<file path="src/rtl/serial_paralelo_pkg.sv">
// Shared lane-symbol definitions: line symbols, alignment depth and
// receiver state encodings, imported by both transmitter and receiver.
package serial_paralelo_pkg;

  // Comma symbol sent while the transmitter is inactive
  localparam logic [7:0] LANE_COM    = 8'hBC;
  // Idle symbol sent while active with no valid data
  localparam logic [7:0] LANE_IDL    = 8'h7C;
  // Consecutive aligned commas needed to declare the lane active
  localparam int unsigned LANE_BC_REQ = 4;

  typedef enum logic [1:0] {
    ST_SEARCH = 2'd0,
    ST_ALIGN  = 2'd1,
    ST_ACTIVE = 2'd2
  } rx_state_t;

  // True when a symbol is line filler (comma or idle) rather than data
  function automatic logic is_fill_sym(input logic [7:0] sym,
                                       input logic [7:0] com,
                                       input logic [7:0] idl);
    return (sym == com) || (sym == idl);
  endfunction

endpackage

</file>
<file path="src/rtl/serial_paralelo.sv">
// Serial-to-parallel lane receiver: hunts for the comma symbol, locks byte
// alignment after BC_REQ aligned commas, then delivers data bytes at every
// byte boundary. All outputs are registered and update on the edge that
// samples the last bit of each byte.
module serial_paralelo
  import serial_paralelo_pkg::*;
#(
  parameter logic [7:0]  COM    = LANE_COM,
  parameter logic [7:0]  IDL    = LANE_IDL,
  parameter int unsigned BC_REQ = LANE_BC_REQ
) (
  input  logic       clk_32f,
  input  logic       reset,
  input  logic       data_in,
  output logic [7:0] data_out,
  output logic       valid_out,
  output logic       byte_strobe,
  output logic       active
);

  localparam int unsigned    BC_W   = $clog2(BC_REQ + 1);
  localparam logic [BC_W-1:0] BC_MAX = BC_W'(BC_REQ);
  localparam logic [BC_W-1:0] BC_ONE = BC_W'(1);

  rx_state_t        r_state;
  rx_state_t        w_state_nxt;
  logic [6:0]       r_shift;
  logic [2:0]       r_bit_cnt;
  logic [2:0]       w_bit_cnt_nxt;
  logic [BC_W-1:0]  r_bc_cnt;
  logic [BC_W-1:0]  w_bc_cnt_nxt;
  logic [7:0]       r_data;
  logic [7:0]       w_data_nxt;
  logic             r_valid;
  logic             w_valid_nxt;
  logic             r_strobe;
  logic             w_strobe_nxt;
  logic             r_active;
  logic             w_active_nxt;

  logic [7:0]       w_cand;
  logic             w_boundary;
  logic             w_is_com;
  logic [BC_W-1:0]  w_bc_inc;

  assign w_cand     = {r_shift, data_in};
  assign w_boundary = (r_bit_cnt == 3'd7);
  assign w_is_com   = (w_cand == COM);
  assign w_bc_inc   = r_bc_cnt + BC_ONE;

  // Serial history: keep the previous seven lane bits
  always_ff @(posedge clk_32f) begin
    if (!reset) begin
      r_shift <= 7'd0;
    end else begin
      r_shift <= w_cand[6:0];
    end
  end

  // State, counters and output registers
  always_ff @(posedge clk_32f) begin
    if (!reset) begin
      r_state   <= ST_SEARCH;
      r_bit_cnt <= 3'd0;
      r_bc_cnt  <= '0;
      r_data    <= 8'h00;
      r_valid   <= 1'b0;
      r_strobe  <= 1'b0;
      r_active  <= 1'b0;
    end else begin
      r_state   <= w_state_nxt;
      r_bit_cnt <= w_bit_cnt_nxt;
      r_bc_cnt  <= w_bc_cnt_nxt;
      r_data    <= w_data_nxt;
      r_valid   <= w_valid_nxt;
      r_strobe  <= w_strobe_nxt;
      r_active  <= w_active_nxt;
    end
  end

  // Next-state and next-output decisions; symbols only matter at boundaries
  // once a comma has been seen, so straddling comma patterns are ignored
  always_comb begin
    w_state_nxt   = r_state;
    w_bit_cnt_nxt = r_bit_cnt;
    w_bc_cnt_nxt  = r_bc_cnt;
    w_data_nxt    = r_data;
    w_valid_nxt   = r_valid;
    w_strobe_nxt  = 1'b0;
    w_active_nxt  = r_active;

    case (r_state)
      ST_SEARCH: begin
        if (w_is_com) begin
          w_bit_cnt_nxt = 3'd0;
          w_bc_cnt_nxt  = BC_ONE;
          if (BC_ONE >= BC_MAX) begin
            w_state_nxt  = ST_ACTIVE;
            w_active_nxt = 1'b1;
          end else begin
            w_state_nxt  = ST_ALIGN;
          end
        end else begin
          w_state_nxt = ST_SEARCH;
        end
      end

      ST_ALIGN: begin
        w_bit_cnt_nxt = r_bit_cnt + 3'd1;
        if (w_boundary) begin
          if (w_is_com) begin
            if (r_bc_cnt < BC_MAX) begin
              w_bc_cnt_nxt = w_bc_inc;
            end else begin
              w_bc_cnt_nxt = r_bc_cnt;
            end
            if (r_bc_cnt >= (BC_MAX - BC_ONE)) begin
              w_state_nxt  = ST_ACTIVE;
              w_active_nxt = 1'b1;
            end else begin
              w_state_nxt  = ST_ALIGN;
            end
          end else begin
            w_bc_cnt_nxt = '0;
            w_state_nxt  = ST_SEARCH;
          end
        end else begin
          w_state_nxt = ST_ALIGN;
        end
      end

      ST_ACTIVE: begin
        w_bit_cnt_nxt = r_bit_cnt + 3'd1;
        if (w_boundary) begin
          w_strobe_nxt = 1'b1;
          if (is_fill_sym(w_cand, COM, IDL)) begin
            w_valid_nxt = 1'b0;
          end else begin
            w_data_nxt  = w_cand;
            w_valid_nxt = 1'b1;
          end
        end else begin
          w_strobe_nxt = 1'b0;
        end
      end

      default: begin
        w_state_nxt   = ST_SEARCH;
        w_bit_cnt_nxt = 3'd0;
        w_bc_cnt_nxt  = '0;
      end
    endcase
  end

  assign data_out    = r_data;
  assign valid_out   = r_valid;
  assign byte_strobe = r_strobe;
  assign active      = r_active;

endmodule

</file>
<file path="config.mk">
export PLATFORM = sky130hd
export DESIGN_NAME = serial_paralelo
export DESIGN_NICKNAME = d
export VERILOG_FILES = /design/src/rtl/serial_paralelo_pkg.sv /design/src/rtl/serial_paralelo.sv
export SDC_FILE = /design/constraint.sdc
export NUM_CORES = 1
export LEC_CHECK = 0
export BUFFER_PORTS_ARGS = -buffer_cell sky130_fd_sc_hd__buf_2
export CAP_MARGIN = 20
export CORE_UTILIZATION = 59
export CTS_BUF_LIST = sky130_fd_sc_hd__clkbuf_16
export DETAILED_ROUTE_END_ITERATION = 10
export PLACE_DENSITY = 0.81
export SLEW_MARGIN = 20
export SYNTH_ARGS = -nofsm -noshare
export SYNTH_HDL_FRONTEND = slang
export SYNTH_SLANG_ARGS = --single-unit
</file>
<file path="constraint.sdc">
create_clock -name clk_32f -period 2.65 [get_ports clk_32f]
set_clock_uncertainty 0.1 [all_clocks]
set_input_delay 0.265 -clock clk_32f [delete_from_list [all_inputs] [get_ports clk_32f]]
set_output_delay 0.265 -clock clk_32f [all_outputs]
set_load 0.01 [all_outputs]
</file>
**Yosys cells after proc, flatten, opt, wreduce, memory -nomap -nowiden**

Cells that the tools add are included.

- Register bits after elaboration: 26
- Output and inout bits: 11
- Memory bits (writable): 0
- Memory bits (read-only): 0
- Logic and storage cells: 44
- Memories: 0
- Input bits: 3
- Bits in latches: 0

- $mul: 0
- Bitwise operators: 2
- Muxes and demuxes: 14
- $add $sub $neg: 2
- Shifts and indexed selects: 0
- Magnitude comparators: 2
- Div/mod/pow operators: 0
- Equality and inequality tests: 8
- Reductions and logical operators: 8

Operators with widths:

| cell | count |
|---|---|
| $mux 3 | 5 |
| $pmux 3 s3 | 1 |
| $eq 8x7->1 const B | 1 |
| $eq 8x8->1 const B | 1 |
| $reduce_and 4->1 | 2 |
| $add 3x1->3 const B | 2 |
| $mux 2 | 3 |
| $pmux 2 s3 | 1 |
| $pmux 3 s2 | 1 |
| $ne 2x2->1 const B | 2 |
| $reduce_and 2->1 | 2 |
| $eq 3x3->1 const B | 1 |
| $ge 3x2->1 const B | 1 |
| $lt 3x3->1 const B | 1 |
| $mux 1 | 3 |
| $ne 3x3->1 const B | 1 |
| $reduce_and 3->1 | 1 |
| $eq 2x1->1 const B | 1 |
| $eq 2x2->1 const B | 1 |
| $logic_not 2->1 | 1 |
| $not 1->1 | 2 |
| $reduce_or 2->1 | 1 |
| $logic_or 1x1->1 | 1 |

**Longest topological paths before layout**

- Depth after elaboration: 5
- Gate-level depth with buffers: 6
- Mapped depth without buffers: 6

**Worst setup path before layout**

Ideal clock, no wire load.

- Path type: register to register
- Start point: register r_bit_cnt[0]
- End point: register r_state[1]
- Period minus slack after synthesis: 1,547 ps
- Library setup time: 72 ps
- Arrival: 1,374 ps
- Slack: 1,103 ps
- Buffers on the path: 0
- Data required time: 2,478 ps
- Cell stages (with the launch flop): 6
- Cells stage by stage: dfxtp_1 -> ha_1 -> ha_1 -> inv_1 -> or4_1 -> a21oi_1

- Word-level cells in the longest chain between the ends: 3

Ends and longest elaborated chain:

| what | RTL line | RTL |
|---|---|---|
| start, declared | serial_paralelo.sv:28 | `logic [2:0] r_bit_cnt;` |
| start signal, assigned | serial_paralelo.sv:72 | `r_bit_cnt <= w_bit_cnt_nxt;` |
| $eq 3x3->1 | serial_paralelo.sv:47 | `assign w_boundary = (r_bit_cnt == 3'd7);` |
| net w_boundary | serial_paralelo.sv:42 | `logic w_boundary;` |
| $mux 2 | serial_paralelo.sv:110 | `if (w_boundary) begin` |
| $pmux 2 s3 | serial_paralelo.sv:92 | `case (r_state)` |
| end signal, assigned | serial_paralelo.sv:71 | `r_state <= w_state_nxt;` |
| end, declared | serial_paralelo.sv:25 | `rx_state_t r_state;` |

The timed path passes the listed nets, and every way through them passes these cells.
A chain may end at the register's enable or synchronous reset.

**Worst setup path after layout**

- Start point: register r_shift[0]
- End point: register r_data[0], in the netlist data_out[0]

- Word-level cells in the longest chain between the ends: 4
- Elaborated cells between the ends (all ways): 5
- Those cells by class: eq/ne (2); bitwise (1); reduce/logical (2)

Ends and longest elaborated chain:

| what | RTL line | RTL |
|---|---|---|
| start, declared | serial_paralelo.sv:27 | `logic [6:0] r_shift;` |
| start signal, assigned | serial_paralelo.sv:56 | `r_shift <= w_cand[6:0];` |
| $eq 8x8->1 or $eq 8x7->1 (tied branches) | serial_paralelo_pkg.sv:22 | `return (sym == com) \|\| (sym == idl);` |
| $logic_or 1x1->1 (*) | serial_paralelo_pkg.sv:22 |  |
| $not 1->1 (no source line) (*) | -- |  |
| $reduce_and 3->1 (no source line) (*) | -- |  |
| end signal, assigned | serial_paralelo.sv:74 | `r_data <= w_data_nxt;` |
| end, declared | serial_paralelo.sv:32 | `logic [7:0] r_data;` |

Mark *: on every way between the ends. The rest lies on a longest branch, timed or not.

==> flow_summary_export.csv <==
group,metric,value,unit
outcome,status,"complete, no violations",
flow_run,cap_violations,0,
clock_network,cts_made_buffers,3,
timing,max_slew_margin,45.8,%
global_routing,grt_usage,23.3,%
place,place_congestion,0.910,
synthesis,synthArstFlopShare,0,%
final_layout,layout-drive-gt1-share,17.2,%
timing,max_freq,561,MHz
setup_path,worstPathCellList,"nand4bb_1, o311ai_2, nand3_1, o21ai_0",
global_routing,grt_first_pass_wirelength,3380,um
setup_path,arrival,1.85,ns
setup_path,crit_required,2.72,ns
global_routing,grt_pass1_vias,797,
final_layout,syn_to_final_growth,17.2,%
drt,initialDrtViolationCount,10,
synthesis,syn_nets,130,
floorplan,die_area,2040,um^2
timing,tightest_slew,0.812,ns
drt,ant_nets,0,
setup_path,crit_start,"r_shift[0]$_SDFF_PN0_",
min_path,hold_path.class,"in2reg",
global_routing,gr-total-overflow,0,
synthesis,synth_top_area_share,47.3,%
floorplan,rows,15,
timing,grt_setup_unrepaired,"no",
floorplan,start_util,63.0,%
drt,drc,0,
clock_network,htree_levels,1,
drt,top_layer,"met4",
clock_network,ctsResizeCount,0,
synthesis,syn_inst,120,
place,place_inst,155,
clock_network,post_cts_buffers,0,
power,powerDensity,648,nW/um^2
timing,hold_viol,0,
clock_network,clk_pin_slew_worst_paths,0.06,ns
global_routing,grt_max_degree,20,
synthesis,synth.largest_area_cell,"dfxtp_1",
min_path,min_from,"data_in",
timing,fin_ws,0.866,ns
setup_path,r2r-start,"r_shift[0]$_SDFF_PN0_",
setup_path,critical_path_class,"reg2reg",
timing,fin_hold_ws,0.148,ns
drt,routed_wl,2140,um
drt,num_vias,903,
drt,drt_pre_antenna_iters,4,
floorplan,die_y,45.2,um
synthesis,synth_seq_cells,26,
timing,setup_viol,0,
timing,period_needed,1.78,ns
final_layout,final_nets,145,
floorplan,ios,14,
synthesis,yosys_warnings,0,
timing,slew_violations,0,
synthesis,ys.flop_type,"dfxtp_1",
global_routing,antenna_found_initial,0,
clock_network,cts_root_buffer,"clkbuf_16",
synthesis,synth_area,1100,um^2
place,place_area,1180,um^2
synthesis,ys_seq_area_share,47.3,%
drt,wl_per_cell,13.4,um
final_layout,postLayoutCoreUtil,73.8,%
place,port_buffers,13,
drt,vias_per_cell,5.68,
final_layout,antenna_cells,0,
synthesis,synthTopCellsByCount,"dfxtp_1 (26), inv_1 (13), nand2_1 (11)",
final_layout,instances_no_fill,159,
power,p_total,0.835,mW
synthesis,synth_most_common_cell,"dfxtp_1",
place,place.detailed.hpwl,1430,um
synthesis,synth.area.top_cells,"dfxtp_1 (47%), ha_1 (8.0%), a21oi_1 (4.6%), nand3_1 (4.6%), inv_1 (4.4%)",
timing,fin_crit_sh,67.3,%
timing,tns,0,ns
clock_network,worstSkewPairLatency,0.26,ns
drt,wl_met1,912,um
place,place_ws,0.862,ns
clock_network,cts_tree,"yes",
drt,route.met3.wl,77,um
drt,met2_length,1120,um
floorplan,core_area,1750,um^2
floorplan,die_w,45.2,um
final_layout,fin_area,1290,um^2
clock_network,cts.path.max_buffers,2,
synthesis,synthDistinctLibCells,33,
clock_network,cts.sinks,26,
setup_path,cp_max_fo,13,
synthesis,avgSynthCellArea,9.17,um^2
clock_network,hold_buffers,0,
setup_path,start_kind,"flip-flop",
power,ir_worst_vdd,0.513,mV
setup_path,crit_path_end_kind,"flip-flop",
setup_path,max_stage_delay,0.77,ns
setup_path,critPathSlowestCell,"o311ai_2",
synthesis,synth_edf_count,0,
power,p_leak,0.574,nW
==> registers in the layout, indices dropped and copies added, names as in the netlist <==
name,count
r_bc_cnt,3
valid_out,1
r_state,2
active,1
r_bit_cnt,3
data_out,8
r_shift,7
byte_strobe,1
==> critical path: cells and delay by family, from the launching register on <==
family	cells	cell delay, ns
simple gates	2	0.40
compound gates	2	0.89
flops	1	0.32
==> cell families (layout without fill, tap and decap cells) <==
group,Yosys count,in the layout,share of synthesized area [%]
mux,1,1,0.910
simple gates,36,36,17.7
compound gates,32,32,19.3
fa+ha+maj,7,7,7.96
xor+xnor,1,1,0.797
buf+inv,17,31,5.91
flops,26,26,47.3
==> layout make-up <==
type	instances	area, um^2
Clock buffer	3	75.1
Clock inverter	1	30.0
Fill cell	124	457
Inverter	14	52.6
Multi-Input combinational cell	77	514
Sequential cell	26	520
Tap cell	25	31.3
Timing Repair Buffer	13	65.1
==> cell usage in the layout (no fill, tap or decap), types with 2 or more instances in the layout <==
cell,Yosys,final
inv_1,13,13
nor2_1,4,4
dfxtp_1,26,26
o21a_1,2,2
o221a_2,2,2
a21o_1,3,3
and2_1,2,2
a31oi_1,3,3
a21oi_1,10,10
clkbuf_16,0,3
nand2_1,11,11
buf_2,1,13
ha_1,7,7
a211oi_1,2,2
o21ai_0,6,6
nand3_1,10,10
==> layer usage <==
layer / global-route usage [%] / vias up
li1: - / 456
met1: 27.8 / 421
met2: 41.4 / 24
met3: 3.60 / 2
met4: 9.70 / 0
met5: 0 / -
==> power by group <==
part	internal (mW)	switching [mW]
combinational	0.00343	0.00816
clock	0.300	0.128
sequential	0.393	0.00176
==> final timing paths <==
kind                         endpoint  slack (ns)  cells past startpoint
max reg2reg  data_out[0]$_SDFFE_PN0P_        0.87                      4
max          data_out[0]$_SDFFE_PN0P_        0.87                      4
min reg2reg       active$_SDFFE_PN0P_        0.36                      1
min             r_shift[0]$_SDFF_PN0_        0.15                      3
(Power assumes the default switching activity.)
